`src/rtl/uart_rx_fifo.sv`:
```
// UART receiver (8N1, oversampled, start-glitch rejection) feeding a show-ahead byte FIFO.
// Define UART_RX_PARITY_EN to receive 8E1 frames with even-parity checking.
module uart_rx_fifo #(
  parameter int CLOCK_FREQUENCY = 100000000,
  parameter int BAUD_RATE       = 115200,
  parameter int FIFO_DEPTH      = 8
) (
  input  logic       clock,
  input  logic       reset,
  input  logic       io_rx,
  output logic       io_data_valid,
  output logic [7:0] io_data_bits,
  input  logic       io_data_ready,
  output logic       io_busy,
  output logic       io_framing_error,
  output logic       io_overflow
);

  localparam int DIV  = CLOCK_FREQUENCY / BAUD_RATE;
  localparam int HALF = DIV / 2;
  localparam int CW   = $clog2(DIV);
  localparam int AW   = $clog2(FIFO_DEPTH);

  localparam logic [CW-1:0] CNT_FULL = CW'(DIV - 1);
  localparam logic [CW-1:0] CNT_HALF = CW'(HALF - 1);
  localparam logic [AW:0]   CNT_MAX  = (AW + 1)'(FIFO_DEPTH);

  localparam logic [2:0] S_IDLE      = 3'd0;
  localparam logic [2:0] S_START     = 3'd1;
  localparam logic [2:0] S_DATA      = 3'd2;
  localparam logic [2:0] S_STOP      = 3'd3;
  localparam logic [2:0] S_WAIT_IDLE = 3'd4;
`ifdef UART_RX_PARITY_EN
  localparam logic [2:0] S_PARITY    = 3'd5;
`endif

  logic          rx_meta;
  logic          rx_s;
  logic [2:0]    state;
  logic [CW-1:0] cnt;
  logic [2:0]    bit_idx;
  logic [7:0]    shreg;
  logic          ferr_q;
  logic          ovf_q;
`ifdef UART_RX_PARITY_EN
  logic          par_err;
`endif

  logic [7:0]    mem [FIFO_DEPTH];
  logic [AW-1:0] wr_ptr;
  logic [AW-1:0] rd_ptr;
  logic [AW:0]   count;

  logic tick;
  logic push_req;
  logic push_ok;
  logic pop;

  assign tick = (cnt == '0);
`ifdef UART_RX_PARITY_EN
  assign push_req = (state == S_STOP) && tick && rx_s && !par_err;
`else
  assign push_req = (state == S_STOP) && tick && rx_s;
`endif
  assign pop     = io_data_valid && io_data_ready;
  // A full FIFO still takes the byte when the head leaves in the same cycle.
  assign push_ok = push_req && ((count != CNT_MAX) || pop);

  always_ff @(posedge clock) begin
    if (!reset) begin
      rx_meta <= 1'b1;
      rx_s    <= 1'b1;
      state   <= S_IDLE;
      cnt     <= '0;
      bit_idx <= '0;
      shreg   <= '0;
      ferr_q  <= 1'b0;
`ifdef UART_RX_PARITY_EN
      par_err <= 1'b0;
`endif
    end else begin
      rx_meta <= io_rx;
      rx_s    <= rx_meta;
      ferr_q  <= 1'b0;
      case (state)
        S_IDLE: begin
          if (!rx_s) begin
            cnt   <= CNT_HALF;
            state <= S_START;
          end
        end
        S_START: begin
          if (tick) begin
            if (!rx_s) begin
              cnt     <= CNT_FULL;
              bit_idx <= '0;
              state   <= S_DATA;
            end else begin
              state <= S_IDLE;
            end
          end else begin
            cnt <= cnt - 1'b1;
          end
        end
        S_DATA: begin
          if (tick) begin
            shreg[bit_idx] <= rx_s;
            cnt            <= CNT_FULL;
            bit_idx        <= bit_idx + 1'b1;
            if (bit_idx == 3'd7) begin
`ifdef UART_RX_PARITY_EN
              state <= S_PARITY;
`else
              state <= S_STOP;
`endif
            end
          end else begin
            cnt <= cnt - 1'b1;
          end
        end
`ifdef UART_RX_PARITY_EN
        S_PARITY: begin
          if (tick) begin
            par_err <= (^shreg) ^ rx_s;
            cnt     <= CNT_FULL;
            state   <= S_STOP;
          end else begin
            cnt <= cnt - 1'b1;
          end
        end
`endif
        S_STOP: begin
          if (tick) begin
            if (!rx_s) begin
              ferr_q <= 1'b1;
              state  <= S_WAIT_IDLE;
            end else begin
`ifdef UART_RX_PARITY_EN
              ferr_q <= par_err;
`endif
              state  <= S_IDLE;
            end
          end else begin
            cnt <= cnt - 1'b1;
          end
        end
        S_WAIT_IDLE: begin
          if (rx_s) state <= S_IDLE;
        end
        default: state <= S_IDLE;
      endcase
    end
  end

  always_ff @(posedge clock) begin
    if (!reset) begin
      wr_ptr <= '0;
      rd_ptr <= '0;
      count  <= '0;
      ovf_q  <= 1'b0;
    end else begin
      ovf_q <= push_req && !push_ok;
      if (push_ok) begin
        mem[wr_ptr] <= shreg;
        wr_ptr      <= wr_ptr + 1'b1;
      end
      if (pop) rd_ptr <= rd_ptr + 1'b1;
      case ({push_ok, pop})
        2'b10:   count <= count + 1'b1;
        2'b01:   count <= count - 1'b1;
        default: count <= count;
      endcase
    end
  end

  assign io_data_valid    = (count != '0);
  assign io_data_bits     = io_data_valid ? mem[rd_ptr] : '0;
  assign io_busy          = (state != S_IDLE);
  assign io_framing_error = ferr_q;
  assign io_overflow      = ovf_q;

endmodule

```
`config.mk`:
```
export PLATFORM = sky130hd
export DESIGN_NAME = uart_rx_fifo
export DESIGN_NICKNAME = d
export VERILOG_FILES = /design/src/rtl/uart_rx_fifo.sv
export SDC_FILE = /design/constraint.sdc
export NUM_CORES = 1
export LEC_CHECK = 0
export BUFFER_PORTS_ARGS = -buffer_cell sky130_fd_sc_hd__buf_2
export CORE_ASPECT_RATIO = 0.7
export CORE_MARGIN = 5
export CORE_UTILIZATION = 51
export CTS_CLUSTER_DIAMETER = 40
export DETAILED_ROUTE_END_ITERATION = 10
export PLACE_DENSITY = 0.71
export REMOVE_ABC_BUFFERS = 1
export SLEW_MARGIN = 20
export SYNTH_ARGS = -nofsm -noshare
export SYNTH_HDL_FRONTEND = slang
export SYNTH_SLANG_ARGS = --single-unit
```
`constraint.sdc`:
```
create_clock -name clock -period 5.9 [get_ports clock]
set_input_delay 0.59 -clock clock [delete_from_list [all_inputs] [get_ports clock]]
set_output_delay 0.59 -clock clock [all_outputs]
set_load 0.02 [all_outputs]
```
## After elaboration in Yosys (flattened, before gate mapping)

Memories as Yosys holds them, arrays and structs flattened. A register that Yosys moved wholly into a read port is not among the register bits.
Index checks and enable logic that the tools add are counted.

- Flip-flop bits (word level): 38
- Memory bits (writable): 64
- Input bits: 4
- Output and inout bits: 12
- Logic and storage cells: 87
- Memories: 1

Memories:

| name | depth | bits a word | read ports | clocked after memory_dff | wr ports | line | source |
|---|---|---|---|---|---|---|---|
| mem | 8 | 8 | 1 | 1 | 1 | 49 | `logic [7:0] mem [FIFO_DEPTH];` |

- Add/subtract/negate cells: 6
- Magnitude comparators: 2
- Equal/unequal tests: 17
- Muxes and demuxes: 30
- Reductions and logical operators: 20

Operators with widths:

| operator | count |
|---|---|
| $mux W10 | 5 |
| $pmux W10 S4 | 1 |
| $mux W3 | 12 |
| $ne A2 B2 Y1 const B | 8 |
| $pmux W3 S5 | 1 |
| $logic_not A10 Y1 | 1 |
| $sub A10 B1 Y10 const B | 1 |
| $add A3 B1 Y3 const B | 3 |
| $bwmux W8 | 1 |
| $mux W8 | 1 |
| $pmux W4 S2 | 1 |
| $reduce_and A4 Y1 | 2 |
| $reduce_bool A4 Y1 | 2 |
| $eq A3 B2 Y1 const B | 2 |
| $eq A3 B3 Y1 const B | 2 |
| $logic_and A1 B1 Y1 | 6 |
| $pmux W3 S2 | 1 |
| $reduce_and A6 Y1 | 1 |
| $mux W1 | 5 |
| $add A4 B1 Y4 const B | 1 |
| $lt A3 B4 Y1 const B | 1 |
| $ne A4 B4 Y1 const B | 1 |
| $reduce_bool A2 Y1 | 2 |
| $sub A4 B1 Y4 const B | 1 |
| other kinds (13) | 13 |

## Depth between registers and ports, before layout

- Depth in word-level cells: 7
- Mapped depth: 11
- Mapped depth without buffers: 10

## Worst setup path before layout

No wires, ideal clock.

- Path kind: flip-flop to flip-flop
- Start: reg cnt[1]
- End: reg count[3]
- Setup time: 0.134 ns
- Arrival: 2.739 ns
- Data required time: 5.766 ns
- Slack: 3.027 ns
- Stages on the path, launching flop included: 11
- Buffers on the path: 0
- Period minus slack after synthesis: 2.873 ns
- Cell sequence: dfxtp_1 > inv_1 > ha_1 > or4b_4 > nor4_4 > nor2b_2 > ha_1 > a21o_1 > a21oi_1 > and4b_1 > or4_1

- Cells in the longest elaborated chain, start to end: 6
- Elaborated cells between the ends (all ways): 8
- Those cells by class: 2 x eq/ne; 1 x mux; 5 x reduce/logical

Ends and longest elaborated chain:

| element | line | source |
|---|---|---|
| start, declared | 40 | `logic [CW-1:0] cnt;` |
| start signal, assigned | 102 | `cnt <= cnt - 1'b1;` |
| start signal, assigned | 118 | `cnt <= cnt - 1'b1;` |
| start signal, assigned | 144 | `cnt <= cnt - 1'b1;` |
| $logic_not A10 Y1 (*) | 59 | `assign tick = (cnt == '0);` |
| $logic_and A1 B1 Y1 (*) (2 in series) | 63 | `assign push_req = (state == S_STOP) && tick && rx_s;` |
| $logic_and A1 B1 Y1 (*) | 67 | `assign push_ok = push_req && ((count != CNT_MAX) \|\| pop);` |
| $eq A2 B1 Y1 or $eq A2 B2 Y1 (tied branches) | 168 | `case ({push_ok, pop})` |
| $pmux W4 S2 or $reduce_bool A2 Y1 (tied branches) | - |  |
| end signal, assigned | 169 | `2'b10: count <= count + 1'b1;` |
| end signal, assigned | 170 | `2'b01: count <= count - 1'b1;` |
| end signal, assigned | 171 | `default: count <= count;` |
| end, declared | 52 | `logic [AW:0] count;` |

Mark *: on every way between the ends. The rest lies on a longest branch, timed or not.
A chain may end at the register's enable or synchronous reset.

## Worst setup path after layout

- Start: reg cnt[0]
- End: reg count[3]

The elaborated chain is that of the path after synthesis.

==> reports/summary.txt <==
Status - completed
Final wirelength - 8820 um
Initial DRC count - 232
Switching Fraction - 31.5%
Final setup fails - 0
FF+latch count, synth - 105
Unique cell type count in the Yosys netlist - 61
Total grt overflow - 0
Top post-synthesis cells by count - edfxtp_1 (64), dfxtp_1 (41), nor2_1 (37), a21oi_1 (20), mux4_2 (16)
Worst EP arrival - 3370 ps
Ys flop type - edfxtp_1
Dpl hpwl - 5990 um
Multi-input logic area - 1780 sq um
Largest cells by area after synthesis - edfxtp_1 (42%), dfxtp_1 (18%), mux4_2 (7.8%), mux2i_1 (3.0%), nor2_1 (3.0%)
Cell area after layout - 5090 sq um
Total number of vias - 2861
Share of cells above drive strength 1 - 17.3%
WP data required - 6110 ps
Seq pwr share - 45.4%
Router iterations before antenna repair - 5
Diode count - 0
Pre-CTS setup slack - 2640 ps
Vias in the first global route - 2774
H-tree Lvls - 3
Die span in y - 89.6 um
Final non-filler cell total - 495
GPL Wtd Cong - 0.809
Clk network pwr share - 29.9%
Min Hold Slack - 413 ps
Kind of critical path - flop to flop
Core Util, Final - 56.8%
Sequential Area - 2740 sq um
Post-synthesis async set-or-reset flop share - 0%
Die area - 11100 sq um
Psw - 596 uW
Rel. slew slack - 45.8%
Clock sink total - 105
Maxcap violations - 0
Clk_lat worst skew - 340 ps
# port buffers - 15
Area share of the leading cell type in the synthesized netlist - 41.6%
I/O Pins - 16
Power, Total - 1.89 mW
Area Growth Syn to Fin - 10.2%
Peak supply drop - 0.141 mV
First-pass GRT wire length - 14500 um
Routed WL per cell - 17.8 um
Hold_buf cts - 0
Syn Std Cell Area - 4620 sq um
Fillcell total - 691
Worst hold path cell count - 1
Postcts setup bufs - 0
Fin Setup TNS - 0 ps
Critical path startpoint category - flop
P_leak - 1.69 nW
Hold Fails Final Rpt - 0
Combinational Power Share - 24.8%
Worst Setup End Kind - flop
GRT Total Usage - 17.3%
Final ANT Viol Nets - 0
Final min period - 3150 ps
Int Pwr - 1.29 mW
Period utilization - 53.4%
Clock Skews - 8.96 ps
Critical path's largest stage delay - 520 ps
Largest net degree at the start of global routing - 29
Clock root cell - clkbuf_16
Clk slew on worst S/H paths - 70 ps
Syn Area/Cell - 13.0 sq um
Vias per inst - 5.78
Slowest library cell on the worst path - or4b_4
Count leader, synth - edfxtp_1
Cells after Synth - 354
Total CTS buffers - 9
TritonCTS clock tree - built
Row Count - 29
Post-cts resize count - 0
Register area share after synthesis - 59.4%
Final worst slack - 2750 ps
Final Max Slew Viols - 0
Cells along the critical path - inv_1, ha_1, or4b_4, nor4_4, nor2b_2, ha_1, a21o_1, a21oi_1, and4b_1, or4_1
Worst Max-Slew Pin Slew - 810 ps
Clk buf depth - 2
Initial antenna violation count - 0
RSZ-0062 raised after global routing - false
HP Class - flop to flop
Reg2reg path depth - 10
Effective utilization at floorplan - 51.5%
Cell mode on critical path - ha_1
Synth area leader - edfxtp_1
Placed Cells incl. Taps - 479
Yosys warns - 0
Pwr dens - 372 nW/um^2
Core Area - 8960 sq um
Crit Path Max Fanout - 6
Fmax - 0.317 GHz
DRC - 0
Post-DP Area - 4780 sq um
Die Wd - 124 um
NumNets Final - 379
Post-synth EDFFs - 64
## routing by layer
layer,GRT usage [%],share of wire [%],vias up
li1,-,-,1381
met1,25.2,48,1397
met2,26.0,46,74
met3,4.20,5.7,9
met4,4.72,0.69,0
met5,0,0,-
## layout make-up
class | count | share of cell area [%]
clock inverters | 7 | 1.28
flip-flops and latches | 105 | 53.9
inverters | 10 | 0.738
multi-input cells | 225 | 35.1
clock buffers | 9 | 4.43
well taps | 124 | 3.05
repair buffers | 15 | 1.48
## power groups by stage
stage | logic [mW] | clock network, mW | registers, mW
after floorplan | 0.362 | 0 | 0.860
after global placement | 0.460 | 0 | 0.875
after detailed placement | 0.468 | 0 | 0.875
after CTS | 0.470 | 0.576 | 0.859
after global routing | 0.511 | 0.609 | 0.869
final | 0.468 | 0.564 | 0.857
## sequential cells by signal, indices dropped and copies added, names as in the netlist, named ones only
register / cells
rx_meta: 1
rx_s: 1
count: 4
bit_idx: 3
mem: 64
shreg: 8
cnt: 10
io_overflow: 1
rd_ptr: 3
io_framing_error: 1
wr_ptr: 3
state: 3
## placed cells by master (no fill, tap or decap), drive strengths merged, types with 8 or more instances in the layout
master,synthesis,final
inv,10,12
buf,3,15
o21ai,15,15
nor3,11,11
ha,8,8
nand2b,10,10
dfxtp,41,41
mux4,16,16
mux2i,14,14
or3,10,10
nor2,38,38
nand2,15,15
a21oi,20,20
clkbuf,11,9
edfxtp,64,64
## worst max-delay path, delay by kind of cell, from the launching register on
| family | cells | cell delay (ps) |
|---|---|---|
| buf+inv | 1 | 100 |
| fa+ha+maj | 2 | 460 |
| compound gates | 2 | 450 |
| simple gates | 5 | 1670 |
| flops | 1 | 360 |
## kinds of logic (layout without fill, tap and decap cells)
kind of cell | Yosys count | in the layout | synth area share [%]
AO/OA/AOI/OAI | 60 | 60 | 8.24
flip-flops | 105 | 105 | 59.4
XOR/XNOR | 7 | 7 | 1.33
multiplexers | 31 | 31 | 11.1
buffers and inverters | 24 | 41 | 2.14
AND/OR/NAND/NOR | 118 | 118 | 15.2
adder cells (fa/ha/maj) | 9 | 9 | 2.60
## path summary, 6_finish.rpt
kind                        from                     to  slack [ps]
min reg2reg   rx_meta$_SDFF_PN1_        rx_s$_SDFF_PN1_         410
min           rx_meta$_SDFF_PN1_        rx_s$_SDFF_PN1_         410
max reg2reg  cnt[0]$_SDFFE_PN0P_  count[3]$_SDFFE_PN0P_        2750
max          cnt[0]$_SDFFE_PN0P_  count[3]$_SDFFE_PN0P_        2750
(Power assumes the default switching activity.)
